--- config.mk ---
export PLATFORM = sky130hd
export DESIGN_NAME = key_event_arbiter
export DESIGN_NICKNAME = d
export VERILOG_FILES = /design/src/rtl/key_arb_pkg.sv /design/src/rtl/key_repeat_timer.sv /design/src/rtl/key_event_arbiter.sv
export SDC_FILE = /design/constraint.sdc
export NUM_CORES = 1
export LEC_CHECK = 0
export CORE_AREA = 2 2 41 80
export DETAILED_ROUTE_END_ITERATION = 8
export DIE_AREA = 0 0 43 82
export PLACE_DENSITY = 0.73
export SLEW_MARGIN = 40
export SYNTH_ARGS = -nofsm -noshare
export SYNTH_HDL_FRONTEND = slang
export SYNTH_HIERARCHICAL = 1
export SYNTH_SLANG_ARGS = --single-unit
--- constraint.sdc ---
create_clock -name clk -period 4.33 [get_ports clk]
set_input_delay 0.866 -clock clk [delete_from_list [all_inputs] [get_ports clk]]
set_output_delay 0.866 -clock clk [all_outputs]
set_load 0.005 [all_outputs]
--- src/rtl/key_arb_pkg.sv ---
`default_nettype none
// ============================================================================
// key_arb_pkg
// ----------------------------------------------------------------------------
// Shared types and helpers for the key event arbiter.
//   arb_state_t : output slot state (IDLE / OFFER)
//   DROP_W      : width of the saturating drop counter
//   HOLD_W      : width of the per-key auto-repeat hold timer
//   rr_next     : round-robin successor of an index, wrapping at n
// Revision: 1.0 - initial release
// ============================================================================
package key_arb_pkg;

   typedef enum logic [0:0] {
      IDLE  = 1'b0,
      OFFER = 1'b1
   } arb_state_t;

   localparam int DROP_W = 8;
   localparam int HOLD_W = 24;

   // Index following idx in a ring of n entries.
   function automatic int unsigned rr_next(input int unsigned idx, input int unsigned n);
      return (idx + 1 >= n) ? 0 : idx + 1;
   endfunction

endpackage : key_arb_pkg
`default_nettype wire

--- src/rtl/key_repeat_timer.sv ---
`default_nettype none
// ============================================================================
// key_repeat_timer
// ----------------------------------------------------------------------------
// Hold timer for one key. While 'pressed' is high the timer counts held
// cycles; the first repeat fires on the REPEAT_DELAY-th held cycle, later
// repeats every REPEAT_PERIOD held cycles. Releasing the key clears it.
// Only instantiated when KEY_ARB_REPEAT_EN is defined.
//
// Ports:
//   clk          in  system clock
//   reset        in  asynchronous active-high reset
//   pressed      in  key level, high while held
//   repeat_pulse out one-cycle repeat event (combinational from pressed)
// Revision: 1.0 - initial release
// ============================================================================
module key_repeat_timer
   import key_arb_pkg::*;
#(
   parameter int unsigned REPEAT_DELAY  = 12_500_000,
   parameter int unsigned REPEAT_PERIOD = 2_500_000
) (
   input  logic clk,
   input  logic reset,
   input  logic pressed,
   output logic repeat_pulse
);

   logic [HOLD_W-1:0] hold_cnt;
   logic              in_period;   // first repeat already issued in this hold
   logic [HOLD_W-1:0] limit;

   // hold_cnt equals (held cycles - 1) in the current interval, so comparing
   // against interval-1 fires exactly on the interval-th held cycle.
   assign limit        = in_period ? HOLD_W'(REPEAT_PERIOD - 1) : HOLD_W'(REPEAT_DELAY - 1);
   assign repeat_pulse = pressed && (hold_cnt == limit);

   always_ff @(posedge clk or posedge reset) begin
      if (reset) begin
         hold_cnt  <= '0;
         in_period <= 1'b0;
      end else if (!pressed) begin
         hold_cnt  <= '0;
         in_period <= 1'b0;
      end else if (repeat_pulse) begin
         hold_cnt  <= '0;
         in_period <= 1'b1;
      end else begin
         hold_cnt  <= hold_cnt + HOLD_W'(1);
      end
   end

endmodule : key_repeat_timer
`default_nettype wire

--- src/rtl/key_event_arbiter.sv ---
`default_nettype none
// ============================================================================
// key_event_arbiter
// ----------------------------------------------------------------------------
// Queues one-cycle key pulses per key in saturating pending counters and
// serialises them round-robin onto a single valid/ready event channel.
// Events arriving at a full counter are dropped and counted.
// Optional feature macro: KEY_ARB_REPEAT_EN (per-key auto-repeat timers).
//
// Ports:
//   clk          in  system clock, rising edge
//   reset        in  asynchronous active-high reset
//   key_pulse    in  [NUM_KEYS] one-cycle press pulse per key
//   key_pressed  in  [NUM_KEYS] key held level (auto-repeat only)
//   evt_ready    in  consumer accepts the offered event
//   evt_valid    out event offered (registered)
//   evt_id       out index of offered key (registered)
//   drop_cnt     out saturating count of dropped events
//   pending_any  out any pending counter non-zero (registered from counters)
// Revision: 1.0 - initial release
// ============================================================================
module key_event_arbiter
   import key_arb_pkg::*;
#(
   parameter int          NUM_KEYS      = 4,
   parameter int          PEND_W        = 2,
   parameter int unsigned REPEAT_DELAY  = 12_500_000,
   parameter int unsigned REPEAT_PERIOD = 2_500_000
) (
   input  logic                        clk,
   input  logic                        reset,
   input  logic [NUM_KEYS-1:0]         key_pulse,
   input  logic [NUM_KEYS-1:0]         key_pressed,
   input  logic                        evt_ready,
   output logic                        evt_valid,
   output logic [$clog2(NUM_KEYS)-1:0] evt_id,
   output logic [DROP_W-1:0]           drop_cnt,
   output logic                        pending_any
);

   localparam int ID_W = $clog2(NUM_KEYS);
   localparam logic [PEND_W-1:0] PEND_MAX = '1;

   arb_state_t          state;
   logic [PEND_W-1:0]   pend [NUM_KEYS];
   logic [ID_W-1:0]     rr_ptr;

   logic [NUM_KEYS-1:0] key_evt;     // pulse and repeat merged: one event per cycle
   logic [NUM_KEYS-1:0] nz;          // per-key pending counter non-zero
   logic [NUM_KEYS-1:0] load_vec;    // key k moves into the output slot this cycle
   logic [NUM_KEYS-1:0] drop_vec;    // key k event lost on a full counter
   logic                load;
   logic                grant_found;
   logic [ID_W-1:0]     grant_idx;
   logic [ID_W-1:0]     cand;

   // ------------------------------------------------------------------
   // Event sources
   // ------------------------------------------------------------------
`ifdef KEY_ARB_REPEAT_EN
   logic [NUM_KEYS-1:0] rep_pulse;

   for (genvar k = 0; k < NUM_KEYS; k++) begin : g_rep
      key_repeat_timer #(
         .REPEAT_DELAY  (REPEAT_DELAY),
         .REPEAT_PERIOD (REPEAT_PERIOD)
      ) u_timer (
         .clk          (clk),
         .reset        (reset),
         .pressed      (key_pressed[k]),
         .repeat_pulse (rep_pulse[k])
      );
   end

   assign key_evt = key_pulse | rep_pulse;
`else
   // Held level and repeat timing have no function without the timers.
   logic unused_cfg;
   assign unused_cfg = ^{key_pressed, REPEAT_DELAY, REPEAT_PERIOD};
   assign key_evt    = key_pulse;
`endif

   // ------------------------------------------------------------------
   // Round-robin grant from registered counters
   // ------------------------------------------------------------------
   assign evt_valid = (state == OFFER);
   assign load      = !evt_valid || evt_ready;

   always_comb begin
      for (int k = 0; k < NUM_KEYS; k++) begin
         nz[k] = (pend[k] != '0);
      end
   end

   always_comb begin
      grant_found = 1'b0;
      grant_idx   = '0;
      cand        = rr_ptr;
      for (int i = 0; i < NUM_KEYS; i++) begin
         if (!grant_found && nz[cand]) begin
            grant_found = 1'b1;
            grant_idx   = cand;
         end
         cand = ID_W'(rr_next(32'(cand), NUM_KEYS));
      end
   end

   always_comb begin
      for (int k = 0; k < NUM_KEYS; k++) begin
         load_vec[k] = load && grant_found && (grant_idx == ID_W'(k));
         drop_vec[k] = key_evt[k] && !load_vec[k] && (pend[k] == PEND_MAX);
      end
   end

   // ------------------------------------------------------------------
   // Pending counters
   // ------------------------------------------------------------------
   always_ff @(posedge clk or posedge reset) begin
      if (reset) begin
         for (int k = 0; k < NUM_KEYS; k++) begin
            pend[k] <= '0;
         end
      end else begin
         for (int k = 0; k < NUM_KEYS; k++) begin
            if (key_evt[k] && !load_vec[k]) begin
               if (pend[k] != PEND_MAX) begin
                  pend[k] <= pend[k] + PEND_W'(1);
               end
            end else if (!key_evt[k] && load_vec[k]) begin
               pend[k] <= pend[k] - PEND_W'(1);
            end
         end
      end
   end

   // ------------------------------------------------------------------
   // Output slot, round-robin pointer, status
   // ------------------------------------------------------------------
   always_ff @(posedge clk or posedge reset) begin
      if (reset) begin
         state  <= IDLE;
         evt_id <= '0;
         rr_ptr <= '0;
      end else if (load) begin
         if (grant_found) begin
            state  <= OFFER;
            evt_id <= grant_idx;
            rr_ptr <= ID_W'(rr_next(32'(grant_idx), NUM_KEYS));
         end else begin
            // Either already idle, or the last offer was just accepted.
            state  <= IDLE;
         end
      end
   end

   always_ff @(posedge clk or posedge reset) begin
      if (reset) begin
         drop_cnt    <= '0;
         pending_any <= 1'b0;
      end else begin
         pending_any <= |nz;
         if ((|drop_vec) && (drop_cnt != '1)) begin
            drop_cnt <= drop_cnt + DROP_W'(1);
         end
      end
   end

endmodule : key_event_arbiter
`default_nettype wire

==> results.py <==
metrics = {
    "run_status": {
        "outcome": "complete, no violations",
    },
    "synth": {
        "synth_edf_count": 0,
        "synth_seq_area_share": 0.395,
        "async_reset_ff_frac": 1.00,
        "syn-cell-area_mm2": 0.00140,
        "synth.area.top_cells": "dfrtp_1 39%, nand2_1 5.7%, ha_1 5.4%, nor2_1 5.1%, o21ai_0 5.0%",
        "synth_seq_cells": 22,
        "yosysMostFrequentCell": "dfrtp_1",
        "ys_warn_count": 6,
        "synth_common_cells": "22 x dfrtp_1, 21 x nand2_1, 19 x nor2_1",
        "synth_top_cell_by_area": "dfrtp_1",
        "postSynthAreaPerCell_um2": 8.77,
        "yosysUniqueCellTypes": 43,
        "synth_nets": 176,
        "synth_top_area_frac": 0.395,
        "netlist_instances": 159,
        "synth_ff_type": "dfrtp_1",
    },
    "setup_path": {
        "r2r_cells": 12,
        "critical_path_required_ns": 4.49,
        "crit_start": "rr_ptr[0]$_DFFE_PP0N_",
        "critPathLaunchType": "register",
        "critPathCaptureType": "register",
        "reg2reg_from": "rr_ptr[0]$_DFFE_PP0N_",
        "path_class": "register to register",
        "cp.arrival_ns": 3.90,
        "r2r-end": "drop_cnt[6]$_DFFE_PP0P_",
        "cp_max_fo": 11,
        "reg2reg_slack_ns": 0.59,
    },
    "routing": {
        "num_vias": 1224,
        "route.detailed.drc": 0,
        "postRouteAntennaNets": 0,
        "vias_per_cell": 5.88,
        "dr.pass1.iters": 4,
        "drtIter0Drc": 35,
        "wl_per_cell_um": 14.8,
        "routed_wl_um": 3070,
    },
    "global_route": {
        "grt_max_degree": 23,
        "grt_pass1_wl_um": 5400,
        "grt_pass1_vias": 1215,
        "grt-ovfl-total": 0,
        "antenna_found_initial": 0,
        "grt_usage": 0.200,
    },
    "finish": {
        "instances_no_fill": 208,
        "num-nets-final": 196,
        "n_antenna_cell": 0,
        "multi_input_area_um2": 793,
        "n_fill_cell": 291,
        "fin_util": 0.561,
        "synthToLayoutAreaGrowth_pct": 18.3,
        "regArea_um2": 551,
        "drive_above_1_share": 0.0955,
    },
    "timing": {
        "clock_skew_ns": 0.00388,
        "relSlewSlack": 0.508,
        "tightest_slew_ns": 0.719,
        "fin_crit_sh": 0.865,
        "fin_crit_ns": 3.74,
        "drv_slew": 0,
        "tns_ns": 0,
        "finalHoldViolCount": 0,
        "setup_violations": 0,
        "layout_setup_ws_ns": 0.586,
        "fmaxAchievable_mhz": 267,
        "rsz0062_at_grt": "false",
    },
    "placed_design": {
        "place_inst": 204,
        "pre_cts_slack_ns": 0.599,
        "dpl.hpwl_um": 2370,
        "place_congestion": 0.899,
        "io_buffers": 18,
    },
    "min_path": {
        "hold_depth": 2,
        "min_from": "evt_id[1]$_DFFE_PP0N_",
        "worstHoldPathType": "register to register",
        "holdPathEnd": "evt_id[1]$_DFFE_PP0N_",
    },
    "clocking": {
        "cts_setup_buffers": 0,
        "clk_pin_slew_ns": 0.08,
        "cts_buffers": 3,
        "root_buffer": "clkbuf_8",
        "cts_resized": 0,
        "clk_path_buf_depth": 2,
        "cts_htree_levels": 1,
        "cts_hold_buf": 0,
        "cts_tree": "done",
        "insertion_delay_ns": 0.27,
        "clkSinkCount": 22,
    },
    "run": {
        "cap_viol_max_count": 0,
    },
    "power_and_ir_drop": {
        "ir_worst_vdd_mv": 0.283,
        "pwr_density_cell_mw_per_mm2": 548,
        "leakagePower_nw": 0.677,
    },
    "floorplanning": {
        "rows": 28,
        "io-pin-count": 23,
        "die_y_um": 82,
        "die_x_um": 43,
        "dieArea_mm2": 0.00353,
        "core_mm2": 0.00294,
        "start_util": 0.474,
    },
}
## worst max-delay path: stages, from the launching register on
cell	delay, ns
dfrtp_1	0.48
ha_1	0.27
nor2_1	0.51
nor3_1	0.10
a311oi_1	0.27
a21oi_1	0.07
o32ai_1	0.51
ha_1	0.24
nand2_1	0.08
o21a_1	0.23
a32o_2	0.33
o21ai_1	0.22
mux2_4	0.31
## kinds of logic (layout without fill, tap and decap cells)
group                    after synthesis  after routing  share of synthesized area
adder cells (fa/ha/maj)                6              6                     0.0538
buffers and inverters                 11             30                     0.0368
AND/OR/NAND/NOR                       65             65                      0.214
multiplexers                           5              5                     0.0529
AO/OA/AOI/OAI                         45             45                      0.216
flip-flops                            22             22                      0.395
XOR/XNOR                               5              5                     0.0314
## routing by layer
layer,track usage,part of all wire
met4,0.0970,0.021
met5,0,0
met1,0.236,0.41
met3,0.0110,0.027
met2,0.361,0.54
## power by group
part	internal, W	switching, W	total (W)
combinational	0.000213	0.000186	0.000398
sequential	0.000274	0.0000836	0.000357
clock	0.0000812	0.0000678	0.000149
total	0.000567	0.000337	0.000905
## cell usage in the layout, fill, tap and decap left out, types with 2 or more instances in the layout
master	instances
nand2b_1	3
and2_1	2
clkdlybuf4s50_1	18
mux2_4	2
nand2_1	21
o211ai_1	5
inv_1	6
nor3_1	7
xnor2_1	5
ha_1	6
dfrtp_1	22
a21oi_1	8
nand3_1	4
o21ai_0	14
o21ai_1	2
o21a_1	2
nor2_1	19
clkbuf_8	4
a31oi_1	2
or2_2	2
a32o_2	2
## per-stage QoR
stage | area [um2] | hold WS, ns | power, W
4_1_cts | 1650 | 0.487 | 0.000912
5_1_grt | 1650 | 0.501 | 0.000984
3_5_place_dp | 1600 | 0.469 | 0.000758
6_report | 1650 | 0.483 | 0.000905
3_3_place_gp | 1600 | 0.463 | 0.000742
2_1_floorplan | 1400 | 0.473 | 0.000608
## registers in the layout, indices dropped and copies added (netlist names)
name and cells:
drop_cnt 8, evt_id 2, evt_valid 1, pending_any 1, rr_ptr 2, pend 8
## how the worst max path moves through the flow
stage               slack (ns)                      end
detailed placement        0.60  drop_cnt[6]$_DFFE_PP0P_
floorplan                 1.11  drop_cnt[1]$_DFFE_PP0P_
global route              0.20  drop_cnt[1]$_DFFE_PP0P_
global placement          0.70  drop_cnt[6]$_DFFE_PP0P_
CTS                       0.59  drop_cnt[6]$_DFFE_PP0P_
finish                    0.59  drop_cnt[6]$_DFFE_PP0P_
## cell type report
type | instances | area share
multi-input combinational | 126 | 0.481
sequential | 22 | 0.334
timing repair buffer | 19 | 0.114
clock buffer | 4 | 0.0334
tap | 30 | 0.0227
inverter | 7 | 0.0159
Note: power is estimated with default switching activity, not from simulation.
